==> src/rtl/mem_port_arbiter_pkg.sv <==
// Shared types and defaults for the data-memory port arbiter.
package mem_port_arbiter_pkg;

  // Who owns the memory port this cycle.
  typedef enum logic {
    CPU_OWN = 1'b0,
    DMA_OWN = 1'b1
  } arb_state_t;

  // Defaults used when the CPU top level instantiates the arbiter.
  localparam int DATA_WIDTH_DEFAULT    = 48;
  localparam int ADDRESS_WIDTH_DEFAULT = 48;
  localparam int MAX_WAIT_DEFAULT      = 8;
  localparam int BURST_MAX_DEFAULT     = 16;

  // Bits needed to count 0..max_count-1 (never less than one bit).
  function automatic int count_width(input int max_count);
    int w;
    w = $clog2(max_count);
    return (w < 1) ? 1 : w;
  endfunction

endpackage

==> src/rtl/mem_port_arbiter_if.sv <==
// Bundle of CPU, DMA and memory-side signals around the arbiter.
//
// DMA handshake: dmaReq is a request that, once raised, is held together with
// dmaWrite/dmaAddress/dmaWriteData until a cycle in which dmaGnt is high; that
// cycle is the beat. A granted read returns data one cycle later as a
// single-cycle dmaReadValid pulse with dmaReadData. There is no back-pressure
// on the read return. The CPU side has no handshake: cpuStall freezes the
// Memory stage, which keeps presenting the same access until cpuStall drops.
interface mem_port_arbiter_if #(
  parameter int DATA_WIDTH    = 48,
  parameter int ADDRESS_WIDTH = 48
);
  // Memory-stage side
  logic                     cpuActive;
  logic                     cpuWriteEnable;
  logic [ADDRESS_WIDTH-1:0] cpuAddress;
  logic [DATA_WIDTH-1:0]    cpuWriteData;
  logic [DATA_WIDTH-1:0]    cpuReadData;
  logic                     cpuStall;
  // DMA / loader side
  logic                     dmaReq;
  logic                     dmaWrite;
  logic [ADDRESS_WIDTH-1:0] dmaAddress;
  logic [DATA_WIDTH-1:0]    dmaWriteData;
  logic                     dmaGnt;
  logic [DATA_WIDTH-1:0]    dmaReadData;
  logic                     dmaReadValid;
  // Memory side
  logic                     memWriteEnable;
  logic [ADDRESS_WIDTH-1:0] memAddress;
  logic [DATA_WIDTH-1:0]    memWriteData;
  logic [DATA_WIDTH-1:0]    memReadData;

  // Arbiter view
  modport slave (
    input  cpuActive, cpuWriteEnable, cpuAddress, cpuWriteData,
    output cpuReadData, cpuStall,
    input  dmaReq, dmaWrite, dmaAddress, dmaWriteData,
    output dmaGnt, dmaReadData, dmaReadValid,
    output memWriteEnable, memAddress, memWriteData,
    input  memReadData
  );

  // Surrounding system view (pipeline, DMA engine, memory)
  modport master (
    output cpuActive, cpuWriteEnable, cpuAddress, cpuWriteData,
    input  cpuReadData, cpuStall,
    output dmaReq, dmaWrite, dmaAddress, dmaWriteData,
    input  dmaGnt, dmaReadData, dmaReadValid,
    input  memWriteEnable, memAddress, memWriteData,
    output memReadData
  );
endinterface

==> src/rtl/mem_port_arbiter_sat_counter.sv <==
// Saturating up-counter with synchronous clear and terminal-count flag.
module sat_counter #(
  parameter int          WIDTH    = 4,
  parameter int unsigned TERMINAL = 15
) (
  input  logic             clk_i,
  input  logic             rst_i,
  input  logic             inc_i,
  input  logic             clr_i,
  output logic [WIDTH-1:0] count_o,
  output logic             tc_o
);
  localparam logic [WIDTH-1:0] TC_VALUE = WIDTH'(TERMINAL);

  logic [WIDTH-1:0] count_q, count_d;

  assign tc_o    = (count_q == TC_VALUE);
  assign count_o = count_q;

  // Clear wins over increment; the count holds once it reaches TERMINAL.
  always_comb begin
    count_d = count_q;
    if (clr_i) begin
      count_d = '0;
    end else if (inc_i && !tc_o) begin
      count_d = count_q + 1'b1;
    end
  end

  // Count register.
  always_ff @(posedge clk_i or posedge rst_i) begin
    if (rst_i) begin
      count_q <= '0;
    end else begin
      count_q <= count_d;
    end
  end
endmodule

==> src/rtl/mem_port_arbiter.sv <==
// Shares the single-port data memory between the pipeline Memory stage and a
// DMA/loader port. CPU has priority; a starvation guard hands the DMA a
// bounded burst while the pipeline is frozen through cpuStall.
module mem_port_arbiter
  import mem_port_arbiter_pkg::*;
#(
  parameter int DATA_WIDTH    = DATA_WIDTH_DEFAULT,
  parameter int ADDRESS_WIDTH = ADDRESS_WIDTH_DEFAULT,
  parameter int MAX_WAIT      = MAX_WAIT_DEFAULT,
  parameter int BURST_MAX     = BURST_MAX_DEFAULT,
  localparam int WAIT_W       = count_width(MAX_WAIT),
  localparam int BEAT_W       = count_width(BURST_MAX)
) (
  input  logic              clock,
  input  logic              reset,
  mem_port_arbiter_if.slave bus,
  output arb_state_t        state_o,
  output logic [WAIT_W-1:0] wait_count_o,
  output logic [BEAT_W-1:0] beat_count_o
);
  arb_state_t state_q, state_d;

  logic                  dma_read_valid_q, dma_read_valid_d;
  logic [DATA_WIDTH-1:0] dma_read_data_q, dma_read_data_d;

  logic gnt_raw;
  logic stall_raw;
  logic sel_dma;
  logic contended;
  logic wait_hit;
  logic burst_exit;
  logic wait_inc, wait_clr, wait_tc;
  logic beat_inc, beat_clr, beat_tc;

  // DMA wants the port while the CPU is using it.
  assign contended = bus.dmaReq && bus.cpuActive;
  // The contended cycle that exhausts the DMA's patience.
  assign wait_hit  = (state_q == CPU_OWN) && contended && wait_tc;
  // Burst ends when the DMA goes quiet or its last allowed beat is granted.
  assign burst_exit = (state_q == DMA_OWN) &&
                      (!bus.dmaReq || (gnt_raw && beat_tc));

  assign wait_inc = contended;
  assign wait_clr = (state_q == DMA_OWN) || !contended || wait_hit;
  assign beat_inc = (state_q == DMA_OWN) && gnt_raw;
  assign beat_clr = (state_q == CPU_OWN) || burst_exit;

  sat_counter #(
    .WIDTH    (WAIT_W),
    .TERMINAL (MAX_WAIT - 1)
  ) u_wait_count (
    .clk_i   (clock),
    .rst_i   (reset),
    .inc_i   (wait_inc),
    .clr_i   (wait_clr),
    .count_o (wait_count_o),
    .tc_o    (wait_tc)
  );

  sat_counter #(
    .WIDTH    (BEAT_W),
    .TERMINAL (BURST_MAX - 1)
  ) u_beat_count (
    .clk_i   (clock),
    .rst_i   (reset),
    .inc_i   (beat_inc),
    .clr_i   (beat_clr),
    .count_o (beat_count_o),
    .tc_o    (beat_tc)
  );

  // Ownership state register.
  always_ff @(posedge clock or posedge reset) begin
    if (reset) begin
      state_q <= CPU_OWN;
    end else begin
      state_q <= state_d;
    end
  end

  // Ownership transitions: starvation enters a burst, burst end returns.
  always_comb begin
    state_d = state_q;
    case (state_q)
      CPU_OWN: if (wait_hit)   state_d = DMA_OWN;
      DMA_OWN: if (burst_exit) state_d = CPU_OWN;
      default: state_d = CPU_OWN;
    endcase
  end

  // Grant, stall and port routing decoded from the current owner.
  always_comb begin
    gnt_raw   = 1'b0;
    stall_raw = 1'b0;
    sel_dma   = 1'b0;
    case (state_q)
      CPU_OWN: begin
        gnt_raw = bus.dmaReq && !bus.cpuActive;
        sel_dma = gnt_raw;
      end
      DMA_OWN: begin
        gnt_raw   = bus.dmaReq;
        stall_raw = 1'b1;
        sel_dma   = 1'b1;
      end
      default: begin
        gnt_raw   = 1'b0;
        stall_raw = 1'b0;
        sel_dma   = 1'b0;
      end
    endcase
  end

  // Reset forces the handshake and write strobes low even mid-cycle.
  assign bus.dmaGnt         = gnt_raw && !reset;
  assign bus.cpuStall       = stall_raw && !reset;
  assign bus.memWriteEnable = !reset &&
                              (sel_dma ? (gnt_raw && bus.dmaWrite)
                                       : (bus.cpuActive && bus.cpuWriteEnable));
  assign bus.memAddress     = sel_dma ? bus.dmaAddress : bus.cpuAddress;
  assign bus.memWriteData   = sel_dma ? bus.dmaWriteData : bus.cpuWriteData;
  assign bus.cpuReadData    = bus.memReadData;

  assign bus.dmaReadValid = dma_read_valid_q;
  assign bus.dmaReadData  = dma_read_data_q;
  assign state_o          = state_q;

  // A granted read latches the memory word; the data holds until the next one.
  always_comb begin
    dma_read_valid_d = gnt_raw && !bus.dmaWrite;
    dma_read_data_d  = dma_read_data_q;
    if (dma_read_valid_d) begin
      dma_read_data_d = bus.memReadData;
    end
  end

  // Read-return registers.
  always_ff @(posedge clock or posedge reset) begin
    if (reset) begin
      dma_read_valid_q <= 1'b0;
      dma_read_data_q  <= '0;
    end else begin
      dma_read_valid_q <= dma_read_valid_d;
      dma_read_data_q  <= dma_read_data_d;
    end
  end
endmodule
==> src/flat_wrapper.sv <==
// flat-port wrapper written by rule: the top's interface ports become plain ports
module mem_port_arbiter_flat import mem_port_arbiter_pkg::*;
#(
  parameter int DATA_WIDTH    = DATA_WIDTH_DEFAULT,
  parameter int ADDRESS_WIDTH = ADDRESS_WIDTH_DEFAULT,
  parameter int MAX_WAIT      = MAX_WAIT_DEFAULT,
  parameter int BURST_MAX     = BURST_MAX_DEFAULT,
  localparam int WAIT_W       = count_width(MAX_WAIT),
  localparam int BEAT_W       = count_width(BURST_MAX)
)
  (clock, reset, state_o, wait_count_o, beat_count_o, bus_cpuActive, bus_cpuWriteEnable, bus_cpuAddress, bus_cpuWriteData, bus_cpuReadData, bus_cpuStall, bus_dmaReq, bus_dmaWrite, bus_dmaAddress, bus_dmaWriteData, bus_dmaGnt, bus_dmaReadData, bus_dmaReadValid, bus_memWriteEnable, bus_memAddress, bus_memWriteData, bus_memReadData);
  mem_port_arbiter_if #(.DATA_WIDTH(DATA_WIDTH), .ADDRESS_WIDTH(ADDRESS_WIDTH)) bus_i ();
  input  logic clock;
  input  logic reset;
  output arb_state_t state_o;
  output logic [WAIT_W-1:0] wait_count_o;
  output logic [BEAT_W-1:0] beat_count_o;
  input wire logic [$bits(bus_i.cpuActive)-1:0] bus_cpuActive;
  input wire logic [$bits(bus_i.cpuWriteEnable)-1:0] bus_cpuWriteEnable;
  input wire logic [$bits(bus_i.cpuAddress)-1:0] bus_cpuAddress;
  input wire logic [$bits(bus_i.cpuWriteData)-1:0] bus_cpuWriteData;
  output wire logic [$bits(bus_i.cpuReadData)-1:0] bus_cpuReadData;
  output wire logic [$bits(bus_i.cpuStall)-1:0] bus_cpuStall;
  input wire logic [$bits(bus_i.dmaReq)-1:0] bus_dmaReq;
  input wire logic [$bits(bus_i.dmaWrite)-1:0] bus_dmaWrite;
  input wire logic [$bits(bus_i.dmaAddress)-1:0] bus_dmaAddress;
  input wire logic [$bits(bus_i.dmaWriteData)-1:0] bus_dmaWriteData;
  output wire logic [$bits(bus_i.dmaGnt)-1:0] bus_dmaGnt;
  output wire logic [$bits(bus_i.dmaReadData)-1:0] bus_dmaReadData;
  output wire logic [$bits(bus_i.dmaReadValid)-1:0] bus_dmaReadValid;
  output wire logic [$bits(bus_i.memWriteEnable)-1:0] bus_memWriteEnable;
  output wire logic [$bits(bus_i.memAddress)-1:0] bus_memAddress;
  output wire logic [$bits(bus_i.memWriteData)-1:0] bus_memWriteData;
  input wire logic [$bits(bus_i.memReadData)-1:0] bus_memReadData;
  assign bus_i.cpuActive = bus_cpuActive;
  assign bus_i.cpuWriteEnable = bus_cpuWriteEnable;
  assign bus_i.cpuAddress = bus_cpuAddress;
  assign bus_i.cpuWriteData = bus_cpuWriteData;
  assign bus_cpuReadData = bus_i.cpuReadData;
  assign bus_cpuStall = bus_i.cpuStall;
  assign bus_i.dmaReq = bus_dmaReq;
  assign bus_i.dmaWrite = bus_dmaWrite;
  assign bus_i.dmaAddress = bus_dmaAddress;
  assign bus_i.dmaWriteData = bus_dmaWriteData;
  assign bus_dmaGnt = bus_i.dmaGnt;
  assign bus_dmaReadData = bus_i.dmaReadData;
  assign bus_dmaReadValid = bus_i.dmaReadValid;
  assign bus_memWriteEnable = bus_i.memWriteEnable;
  assign bus_memAddress = bus_i.memAddress;
  assign bus_memWriteData = bus_i.memWriteData;
  assign bus_i.memReadData = bus_memReadData;
  mem_port_arbiter #(.DATA_WIDTH(DATA_WIDTH), .ADDRESS_WIDTH(ADDRESS_WIDTH), .MAX_WAIT(MAX_WAIT), .BURST_MAX(BURST_MAX)) u_core (.clock(clock), .reset(reset), .bus(bus_i), .state_o(state_o), .wait_count_o(wait_count_o), .beat_count_o(beat_count_o));
endmodule
==> config.mk <==
export PLATFORM = sky130hd
export DESIGN_NAME = mem_port_arbiter_flat
export DESIGN_NICKNAME = d
export VERILOG_FILES = /design/src/rtl/mem_port_arbiter_pkg.sv /design/src/rtl/mem_port_arbiter_if.sv /design/src/rtl/mem_port_arbiter_sat_counter.sv /design/src/rtl/mem_port_arbiter.sv /design/src/flat_wrapper.sv
export SDC_FILE = /design/constraint.sdc
export NUM_CORES = 1
export LEC_CHECK = 0
export ABC_AREA = 1
export CORE_AREA = 2 2 176 178
export DETAILED_ROUTE_END_ITERATION = 6
export DIE_AREA = 0 0 178 180
export GPL_TIMING_DRIVEN = 0
export PLACE_DENSITY = 0.56
export SYNTH_ARGS = -nofsm -noshare
export SYNTH_HDL_FRONTEND = slang
export SYNTH_SLANG_ARGS = --single-unit
export TNS_END_PERCENT = 5
==> constraint.sdc <==
create_clock -name clock -period 9.2 [get_ports clock]
set_input_delay 2.3 -clock clock [delete_from_list [all_inputs] [get_ports clock]]
set_output_delay 2.3 -clock clock [all_outputs]
set_load 0.01 [all_outputs]
==> results.py <==
metrics = {
    "outcome": {
        "status": "completed",
    },
    "floorplanning": {
        "coreArea_um2": 30200,
        "die-area_um2": 32000,
        "rows": 64,
        "die_w_um": 178,
        "dieHeight_um": 180,
        "io_pins": 450,
        "start_util_pct": 13.7,
    },
    "cts": {
        "cts-root-buf": "clkbuf_16",
        "cts_buffer_depth": 2,
        "cts_setup_buffers": 0,
        "cts_tree": "done",
        "numCtsBuffers": 9,
        "clkLatencyLatePin_ps": 330,
        "h-tree-depth": 3,
        "path_clk_slew_ps": 60,
        "cts-resized-gates": 0,
        "cts.sinks": 57,
        "postCtsHoldBufs": 0,
    },
    "min_path": {
        "worstHoldStart": "u_core.bus.dmaReadData[40]",
        "hold_class": "register to register",
    },
    "pwr": {
        "power_density_nw_per_um2": 118,
        "pwr-share-clk_pct": 30.7,
        "seq_power_share_pct": 27.3,
        "swShare_pct": 30.4,
        "p_int_w": 0.000776,
        "p_comb_share_pct": 42.0,
        "p_sw_w": 0.000339,
        "ir_drop_uv": 81.7,
        "power_leakage_nw": 4.36,
    },
    "critical_path": {
        "crit_path_end": "bus_memWriteEnable",
        "critPathLaunch": "reset",
        "critPathMaxFanout": 41,
        "r2r_cells": 7,
        "crit_type": "primary input to output pin",
        "worstPathArrival_ps": 4390,
        "startpoint_type": "primary input",
        "rr_endpoint": "u_core.bus.dmaReadData[27]",
        "ff2ff_setup_slack_ps": 7690,
        "worstPathRequired_ps": 6900,
        "worstSetupEndpointType": "output pin",
        "timing.rr.start": "u_core.state_o",
    },
    "drt": {
        "wl_per_cell_um": 18.1,
        "final_antenna_net_count": 0,
        "routed_wl_mm": 27.1,
        "vias": 5933,
        "first_pass_iters": 6,
        "routed_via_density": 3.96,
        "drc": 0,
        "drt_iter0_markers": 224,
    },
    "placed_design": {
        "dp_hpwl_mm": 22.5,
        "pre_cts_ws_ps": 2450,
        "place_congestion": 0.891,
        "place_inst": 1479,
        "placed_area_um2": 9130,
        "port_buffers": 448,
    },
    "layout": {
        "multiInputGateArea_um2": 2040,
        "nets": 1343,
        "fillers": 3246,
        "fin_area_um2": 9440,
        "finalNonFillerCells": 1497,
        "seqCellArea_um2": 1430,
        "syn2layout_area_growth_pct": 128,
        "drive_gt1_share_pct": 9.65,
    },
    "sta": {
        "report.final.hold_viol_count": 0,
        "slew_violations": 0,
        "min_period_over_period_pct": 72.7,
        "tightest_slew_ps": 716,
        "finalWorstSetupSlack_ps": 2510,
        "fin_skew_ps": 8.63,
        "fmax_mhz": 149,
        "relSlewSlack_pct": 52.3,
        "rsz0062_at_grt": "false",
        "setup_viol": 0,
        "min_period_ps": 6690,
        "tns_ps": 0,
    },
    "yosys": {
        "netlist.area_leader.share_pct": 34.5,
        "synth_edf_count": 0,
        "synth_area_leaders": "dfrtp_1 (35%), nand2_1 (27%), nand3_1 (12%)",
        "yosys_warnings": 0,
        "ys_ff_latch": 57,
        "synthArstFlopShare_pct": 100,
        "synth_cell_types": 16,
        "ys_top_cells_by_count": "nand2_1 (299), nand3_1 (99), buf_4 (57), dfrtp_1 (57), nand4_1 (49)",
        "syn-num-nets": 883,
        "ys_seq_area_share_pct": 34.5,
        "synth_area_um2": 4130,
        "synthFlopType": "dfrtp_1",
        "synth_top_area_cell": "dfrtp_1",
        "synth.most_common_cell": "nand2_1",
        "synthCells": 634,
        "synth.avg_cell_area_um2": 6.52,
    },
    "global_route": {
        "gr-total-overflow": 0,
        "grt_use_total_pct": 16.1,
        "antenna_found_initial": 8,
        "grt_pass1_vias": 6127,
        "grt_pass1_wl_mm": 38.6,
        "grt_max_degree": 42,
    },
    "flow_run": {
        "maxCapViolCount": 0,
    },
}
## kinds of logic (layout without fill, tap and decap cells)
| logic type | after synthesis | in the layout | synth area share [%] |
|---|---|---|---|
| and+or+nand+nor | 462 | 462 | 48.3 |
| buffers and inverters | 111 | 576 | 16.0 |
| DFF | 57 | 57 | 34.5 |
| adders and majority gates | 3 | 3 | 0.908 |
| xor gates and xnor gates | 1 | 1 | 0.212 |
| other | 0 | 2 | 0 |
## worst min-delay path by stage
stage               slack [ps]  cells past startpoint                        endpoint
finish                     470                      2      u_core.bus.dmaReadData[40]
global route               490                      2      u_core.bus.dmaReadData[36]
CTS                        470                      2      u_core.bus.dmaReadData[42]
detailed placement         460                      2       u_core.bus.dmaReadData[1]
global placement           450                      2       u_core.bus.dmaReadData[0]
floorplan                  490                      1  u_core.u_wait_count.count_o[0]
## layer usage
| layer | part of all wire (%) | track usage (%) |
|---|---|---|
| met1 | 39 | 18.4 |
| met5 | 0.30 | 0 |
| met3 | 11 | 6.07 |
| met4 | 2.2 | 4.75 |
| met2 | 47 | 27.8 |
## cell type report
class,count,share of cell area (%)
diodes,2,0.0530
inverters,12,0.477
flip-flops and latches,57,15.1
clock inverters,5,0.583
multi-input cells,466,21.7
repair buffers,449,47.7
plain buffers,99,6.55
clock buffers,11,2.57
well taps,396,5.25
## metrics by stage
stage | total power, W | util [%] | hold WS (ps)
finish | 0.00111 | 31.3 | 468
global route | 0.00118 | 31.3 | 489
detailed placement | 0.000780 | 30.3 | 458
CTS | 0.00113 | 31.2 | 471
floorplan | 0.000455 | - | 491
global placement | 0.000778 | 30.2 | 453
## cells in the final DEF, fill, tap and decap left out, drive strengths merged
cell	synthesis	final
nand3b	1	1
nand3	100	100
clkbuf	9	20
nor2	10	10
diode	0	2
bufinv	0	1
buf	90	91
inv	12	12
ha	3	3
clkinvlp	0	2
xnor2	1	1
dfrtp	57	57
nand4	49	49
clkdlybuf4s50	0	448
nand2	302	302
clkinv	0	2
## sequential cells by signal (all words and copies together), names as in the netlist
register                     flops
u_core.u_wait_count.count_o      3
u_core.bus.dmaReadData          48
u_core.bus.dmaReadValid          1
u_core.state_o                   1
u_core.u_beat_count.count_o      4
## power by group through the flow
stage	logic [W]	registers, W	clock network [W]
6_report	0.000469	0.000304	0.000342
5_1_grt	0.000503	0.000309	0.000364
4_1_cts	0.000476	0.000305	0.000347
3_5_place_dp	0.000472	0.000308	0
3_3_place_gp	0.000473	0.000306	0
2_1_floorplan	0.000132	0.000323	0
## critical path, cell delays in order
cell,delay [ps]
clkdlybuf4s50_1,500
inv_2,400
buf_12,290
nand4_1,180
nand2_1,110
clkdlybuf4s50_1,570
Note: power is estimated with default switching activity, not from simulation.
